File: src/rtl/jtframe_board_ctrl.sv
// rtl/jtframe_board_ctrl.sv - PLL watchdog, reset sequencing and DB15 user-port joystick reader
module jtframe_board_ctrl #(
  parameter int PLL_RST_LEN    = 255,
  parameter int RST_HOLD       = 16,
  parameter int GAME_RST_EXTRA = 8,
  parameter int DIV            = 16
) (
  input  logic        clk,
  input  logic        rst_n,
  input  logic        pll_locked,
  output logic        pll_rst,
  input  logic        rst_req,
  input  logic        downloading,
  output logic        rst,
  output logic        game_rst,
  input  logic [1:0]  db15_mode,
  input  logic        joy_data,
  output logic        user_mode,
  output logic [6:0]  user_out,
  output logic [11:0] db15_joy1,
  output logic [11:0] db15_joy2
);

  localparam int PW = ($clog2(PLL_RST_LEN + 1) > 8) ? $clog2(PLL_RST_LEN + 1) : 8;
  localparam int HW = $clog2(RST_HOLD + 1);
  localparam int GW = $clog2(GAME_RST_EXTRA + 1);
  localparam int DW = (DIV > 1) ? $clog2(DIV) : 1;

  typedef enum logic [2:0] {
    ST_IDLE, ST_LOAD, ST_SHIFT_LO, ST_SHIFT_HI, ST_UPDATE
  } state_t;

  logic [PW-1:0] pll_cnt;
  logic          last_locked;

  always_ff @(posedge clk or negedge rst_n) begin
    if (!rst_n) begin
      pll_rst     <= 1'b0;
      pll_cnt     <= PW'(8'hD0);
      last_locked <= 1'b0;
    end else begin
      last_locked <= pll_locked;
      if (last_locked && !pll_locked) begin
        pll_rst <= 1'b1;
        pll_cnt <= PW'(PLL_RST_LEN);
      end else if (pll_cnt != '0) begin
        pll_cnt <= pll_cnt - 1'b1;
      end else begin
        pll_rst <= 1'b0;
      end
    end
  end

  logic          cause, rst_nxt;
  logic [HW-1:0] hold_cnt, hold_nxt;
  logic [GW-1:0] game_cnt;

  // rst_nxt is used so game_rst rises on the very same edge as rst
  always_comb begin
    cause    = rst_req | downloading | ~pll_locked | pll_rst;
    rst_nxt  = rst;
    hold_nxt = hold_cnt;
    if (cause) begin
      rst_nxt  = 1'b1;
      hold_nxt = HW'(RST_HOLD);
    end else if (hold_cnt != '0) begin
      hold_nxt = hold_cnt - 1'b1;
      rst_nxt  = (hold_cnt != HW'(1));
    end else begin
      rst_nxt  = 1'b0;
    end
  end

  always_ff @(posedge clk or negedge rst_n) begin
    if (!rst_n) begin
      rst      <= 1'b1;
      game_rst <= 1'b1;
      hold_cnt <= HW'(RST_HOLD);
      game_cnt <= GW'(GAME_RST_EXTRA);
    end else begin
      rst      <= rst_nxt;
      hold_cnt <= hold_nxt;
      if (rst_nxt) begin
        game_rst <= 1'b1;
        game_cnt <= GW'(GAME_RST_EXTRA);
      end else if (game_cnt != '0) begin
        game_cnt <= game_cnt - 1'b1;
      end else begin
        game_rst <= 1'b0;
      end
    end
  end

  state_t        state, state_nxt;
  logic [DW-1:0] div;
  logic          tick, load_half;
  logic [4:0]    bit_idx;
  logic [23:0]   shift;
  logic          joy_clk, joy_load;

  assign tick      = (div == DW'(DIV - 1));
  assign joy_clk   = (state != ST_SHIFT_LO);
  assign joy_load  = (state != ST_LOAD);
  assign user_mode = |db15_mode;
  assign user_out  = user_mode ? {5'b11111, joy_clk, joy_load} : 7'h7F;

  always_comb begin
    state_nxt = state;
    if (db15_mode == 2'd0) begin
      state_nxt = ST_IDLE;
    end else begin
      case (state)
        ST_IDLE:     state_nxt = ST_LOAD;
        ST_LOAD:     if (tick && load_half) state_nxt = ST_SHIFT_LO;
        ST_SHIFT_LO: if (tick) state_nxt = ST_SHIFT_HI;
        ST_SHIFT_HI: if (tick) state_nxt = (bit_idx < 5'd24) ? ST_SHIFT_LO : ST_UPDATE;
        ST_UPDATE:   state_nxt = ST_LOAD;
        default:     state_nxt = ST_IDLE;
      endcase
    end
  end

  // Divider restarts after UPDATE so every LOAD pulse spans exactly two ticks
  always_ff @(posedge clk or negedge rst_n) begin
    if (!rst_n) begin
      state     <= ST_IDLE;
      div       <= '0;
      load_half <= 1'b0;
      bit_idx   <= '0;
      shift     <= '0;
      db15_joy1 <= '0;
      db15_joy2 <= '0;
    end else begin
      state <= state_nxt;
      div   <= (state == ST_IDLE || state == ST_UPDATE || tick) ? '0 : div + 1'b1;
      if (state == ST_LOAD) begin
        bit_idx <= '0;
        if (tick) load_half <= ~load_half;
      end else begin
        load_half <= 1'b0;
      end
      if (state == ST_SHIFT_LO && state_nxt == ST_SHIFT_HI) begin
        shift[bit_idx] <= ~joy_data;
        bit_idx        <= bit_idx + 1'b1;
      end
      if (state_nxt == ST_IDLE) begin
        db15_joy1 <= '0;
        db15_joy2 <= '0;
      end else if (state == ST_UPDATE) begin
        db15_joy1 <= shift[11:0];
        db15_joy2 <= (db15_mode == 2'd1) ? 12'h000 : shift[23:12];
      end
    end
  end

endmodule

File: config.mk
export PLATFORM = sky130hd
export DESIGN_NAME = jtframe_board_ctrl
export DESIGN_NICKNAME = d
export VERILOG_FILES = /design/src/rtl/jtframe_board_ctrl.sv
export SDC_FILE = /design/constraint.sdc
export NUM_CORES = 1
export LEC_CHECK = 0
export CAP_MARGIN = 20
export CELL_PAD_IN_SITES_DETAIL_PLACEMENT = 2
export CELL_PAD_IN_SITES_GLOBAL_PLACEMENT = 2
export CORE_ASPECT_RATIO = 1.75
export CORE_MARGIN = 4
export CORE_UTILIZATION = 38
export CTS_BUF_LIST = sky130_fd_sc_hd__clkbuf_8
export DETAILED_ROUTE_END_ITERATION = 6
export PLACE_DENSITY = 0.93
export SLEW_MARGIN = 20
export SYNTH_ARGS = -nofsm -noshare
export SYNTH_HDL_FRONTEND = slang
export SYNTH_SLANG_ARGS = --single-unit
export TNS_END_PERCENT = 20
File: constraint.sdc
create_clock -name clk -period 2.1 [get_ports clk]
set_input_delay 0.42 -clock clk [delete_from_list [all_inputs] [get_ports clk]]
set_output_delay 0.42 -clock clk [all_outputs]
set_load 0.01 [all_outputs]
Word level (Yosys, flattened, before mapping)
Cells that the tools add are included.
{"block": "totals", "ff_bits": 82, "wordCells": 93, "output_inout_bits": 35}
{"block": "op_classes", "n_bitwise": 6, "mux": 32, "order_cmp": 3, "eq_ne": 13, "n_addsub": 5, "n_reduce_logical": 20}
{"cell": "$mux 12", "n": 5}
{"cell": "$bwmux 24", "n": 1}
{"cell": "$mux 5", "n": 4}
{"cell": "$mux 8", "n": 2}
{"cell": "$mux 3", "n": 5}
{"cell": "$mux 4", "n": 3}
{"cell": "$pmux 3 s4", "n": 1}
{"cell": "$reduce_bool 2->1", "n": 5}
{"cell": "$eq 3x2->1 const B", "n": 3}
{"cell": "$mux 1", "n": 9}
{"cell": "$reduce_bool 8->1", "n": 1}
{"cell": "$sub 8x1->8 const B", "n": 1}
{"cell": "$logic_not 3->1", "n": 2}
{"cell": "$lt 5x6->1 const B", "n": 1}
{"cell": "$ne 2x2->1 const B", "n": 3}
{"cell": "$add 5x1->5 const B", "n": 1}
{"cell": "$demux 1 s5", "n": 1}
{"cell": "$ge 5x1->1 const B", "n": 1}
{"cell": "$lt 5x5->1 const B", "n": 1}
{"cell": "$ne 5x1->1 const B", "n": 1}
{"cell": "$reduce_bool 5->1", "n": 1}
{"cell": "$sub 5x1->5 const B", "n": 1}
{"cell": "$add 4x1->4 const B", "n": 1}
{"cell": "$eq 4x4->1 const B", "n": 1}
{"cell": "other kinds (15)", "n": 24}

Longest topological paths before layout
{"block": "depth", "word_depth": 8, "mapped_depth": 6, "mapped_depth_nobuf": 5}

Least setup slack after synthesis
No wires, ideal clock.
{"block": "synth_timing", "path_kind": "in2reg", "startpoint": "input port downloading", "endpoint": "register game_cnt[3]", "path_stages": 5, "setup_time_ns": 0.082, "path_slack_ns": 0.106, "arrival_time_ns": 1.913, "cell_sequence": "or4b_1 buf_2 or4b_1 clkbuf_2 a211o_1"}
{"block": "synth_between", "elab_chain_len": 5, "word_cells_on_any_way": 6}
{"element": "from (decl)", "line_no": "13", "source": "input logic downloading,"}
{"element": "$or 1x1->1 * (3 in a row)", "line_no": "60", "source": "cause = rst_req | downloading | ~pll_locked | pll_rst;"}
{"element": "$mux 1 *", "line_no": "63", "source": "if (cause) begin"}
{"element": "named net rst_nxt", "line_no": "54", "source": "logic cause, rst_nxt;"}
{"element": "$mux 4 or $reduce_bool 2->1 (tied branches)"}
{"element": "to (signal assigned)", "line_no": "79", "source": "game_cnt <= GW'(GAME_RST_EXTRA);"}
{"element": "to (signal assigned)", "line_no": "85", "source": "game_cnt <= GW'(GAME_RST_EXTRA);"}
{"element": "to (signal assigned)", "line_no": "87", "source": "game_cnt <= game_cnt - 1'b1;"}
{"element": "to (decl)", "line_no": "56", "source": "logic [GW-1:0] game_cnt;"}
The timed path passes the listed nets; every way through them passes the cells marked *.
A chain may end at the register's enable or synchronous reset.

Worst setup path in the final report
{"block": "layout_timing", "startpoint": "register state[2]", "endpoint": "output port user_out[0]"}
{"block": "layout_between", "elab_chain_len": 2}
{"element": "from (decl)", "line_no": "94", "source": "state_t state, state_nxt;"}
{"element": "from (signal assigned)", "line_no": "134", "source": "state <= state_nxt;"}
{"element": "$ne 3x1->1", "line_no": "103", "source": "assign joy_load = (state != ST_LOAD);"}
{"element": "$mux 2", "line_no": "105", "source": "assign user_out = user_mode ? {5'b11111, joy_clk, joy_load} : 7'h7F;"}
{"element": "to (decl)", "line_no": "19", "source": "output logic [6:0] user_out,"}
Every way passes these cells.

==> reports/qor.txt <==
status: finished, final reports clean
Adder-Cell Fraction of Synth Area: 3.33%
total CTS buffers: 9
cell family with most CP delay: simple AND/OR/NAND/NOR gates
Fmax: 492 MHz
DP HPWL: 8720 um
Syn. warnings: 0
CP max stage cell: or3b_4
H-tree depth: 3
vias in the first global route: 3978
largest family of logic cells by synthesized area: simple AND/OR/NAND/NOR gates
Final period util: 96.9%
clk buf depth: 2
Remaining DRCs: 0
DR pass1 iterations: 4
initial antenna violation count: 0
LEAKAGE: 1.99 nW
Primary FF master, synth: dfrtp_1
Hold WC Path Type: in -> async
Buf+Inv Stages, Crit Path: 1
normalized max-slew margin: 64.2%
Min Clock Period, post-route: 2.03 ns
Cell Area, Synth: 4140 um^2
Max-Cap Viols: 0
total wire length: 12500 um
average routed wire per standard cell: 21.1 um
final worst slack: 0.0656 ns
grt ovf: 0
number of distinct library cells after synthesis: 49
gp weighted congestion: 0.755
crit start category: flop
xor/xnor cell area share of the yosys netlist: 0.847%
worst skew pair latency: 0.37 ns
syn avg cell area: 9.95 um^2
peak supply drop: 354 uV
clock skew after layout: 0.0120 ns
Post-Syn Instances: 416
leading cell types in the layout, fill and taps excluded: dfrtp_1 (75), nand2_1 (42), clkdlybuf4s50_1 (33)
#FFs+latches synth: 82
row count: 50
die width: 86.9 um
starting density of the core: 38.7%
WHS: 0.468 ns
Boundary Pins: 43
max incr delay on CP: 0.42 ns
final setup violation count: 0
Final Hold Fails: 0
crit-path cells: or3b_4 > nand2b_1 > dlygate4sd2_1
final core occ: 47.2%
setup bufs post-CTS: 0
Final nets: 475
pin count of the biggest net entering global routing: 32
ant diodes: 0
first-pass GRT wire length: 20700 um
most common cell after layout, fill and taps aside: dfrtp_1
via count: 3506
sequential area share after synthesis: 49.8%
die area: 12700 um^2
worst endpoint required time: 1.68 ns
pre-CTS setup slack: -0.278 ns
post-synthesis async set-or-reset flop share: 100%
# port buffers: 37
CORE AREA: 10700 um^2
Root Buffer: clkbuf_8
post-synthesis compound-gate area fraction: 18.7%
Post-Synth Simple-Gate Area: 20.9%
vias per cell: 5.93
post-route ant nets: 0
total track usage: 20.5%
Slew Limit Fails: 0
crit-path max FO: 2
RSZ-0062 raised after global routing: false
CTS clk-pin slew, worst paths: 0.09 ns
share of cells above drive strength 1: 16.3%
post-synthesis mux area share: 0.484%
Worst R2R Setup Slack: 0.09 ns
CTS tree: built
WS Path Type: reg -> out
Worst Tran Pin Value: 0.537 ns
Worst EP arrival: 1.61 ns
initial DRC count: 143
synth-to-layout area growth: 21.9%
pwr dens: 676 nW/um^2
Crit. End Element: primary output
clk sinks: 82
Post-synth EDFFs: 0
die extent in y: 146 um
[what timing repair did]
action / CTS / global route
resized for setup: 4 / 7
setup endpoints to repair: 2 / 7
hold endpoints to repair: 18 / 0
hold buffers: 1 / 0
[through the flow]
| step | instances | setup TNS (ns) | instance area, um^2 | total power [mW] |
|---|---|---|---|---|
| 3_5_place_dp | 574 | -3.88 | 4780 | 2.15 |
| 5_1_grt | 591 | 0 | 5040 | 3.57 |
| 4_1_cts | 591 | 0 | 5010 | 3.44 |
| 3_3_place_gp | 574 | -1.05 | 4780 | 2.09 |
| 2_1_floorplan | 420 | 0 | 4150 | 1.97 |
| 6_report | 591 | 0 | 5040 | 3.41 |
[area by class of cell]
class | instances | area (um^2)
timing repair buffer | 68 | 649
multi-input combinational | 279 | 1890
clock inverter | 7 | 93.8
inverter | 16 | 60.1
fill | 1128 | 5650
sequential | 82 | 2060
tap | 130 | 163
clock buffer | 9 | 124
[per-layer routing]
layer	vias to the layer above	track usage [%]	share of wire, %	routed length (um)
li1	1596	-	-	-
met1	1840	22.9	38	4750
met2	53	37.8	58	7220
met3	17	4.01	2.5	310
met4	0	6.79	1.5	190
met5	-	0	0	0
[power by group]
group,internal [mW],switching [mW]
registers,1.67,0.0922
logic,0.149,0.210
clock network,0.667,0.619
total,2.49,0.921
[flip-flops by register name, indices dropped and copies added, names as in the netlist]
register     flops
hold_cnt         5
game_cnt         4
game_rst         1
load_half        1
pll_cnt          8
shift           24
state            3
db15_joy1       12
div              4
pll_rst          1
rst              1
last_locked      1
bit_idx          5
db15_joy2       12
[kinds of logic after synthesis]
logic type,after synthesis
AND/OR/NAND/NOR,146
other,1
XOR/XNOR,4
multiplexers,2
adder cells (fa/ha/maj),11
buffers and inverters,59
flip-flops,82
AO/OA/AOI/OAI,111
[worst paths after layout]
| check | start | endpoint | cells after the start |
|---|---|---|---|
| max | state[2] | user_out[0] | 3 |
| min | rst_n | db15_joy2[6] | 2 |
| max reg2reg | state[0] | shift[4] | 6 |
| min reg2reg | div[0] | div[0] | 1 |
| max in group asynchronous | rst_n | pll_cnt[4] | 3 |
| min in group clk | div[0] | div[0] | 1 |
[cell usage after synthesis, types with 7 or more instances]
cell,n,area [um^2]
or3_1,7,43.8
ha_1,11,138
dfrtp_1,75,1880
nor2_1,18,67.6
o21ai_0,11,55.1
dfstp_2,7,184
nand4bb_1,10,113
nand3_1,18,90.1
o41ai_1,23,201
o31ai_1,24,180
nand4b_1,9,78.8
inv_1,16,60.1
a21oi_1,31,155
clkbuf_1,35,131
nand2_1,42,158
nand2b_1,8,50.1
[worst register-to-register path, stage by stage, from the launching register on]
cell and delay [ns]:
dfrtp_1 0.40, buf_4 0.18, nand2b_1 0.16, buf_4 0.25, or3_1 0.41, buf_12 0.19, o31ai_1 0.32
Note: power is estimated with default switching activity, not from simulation.
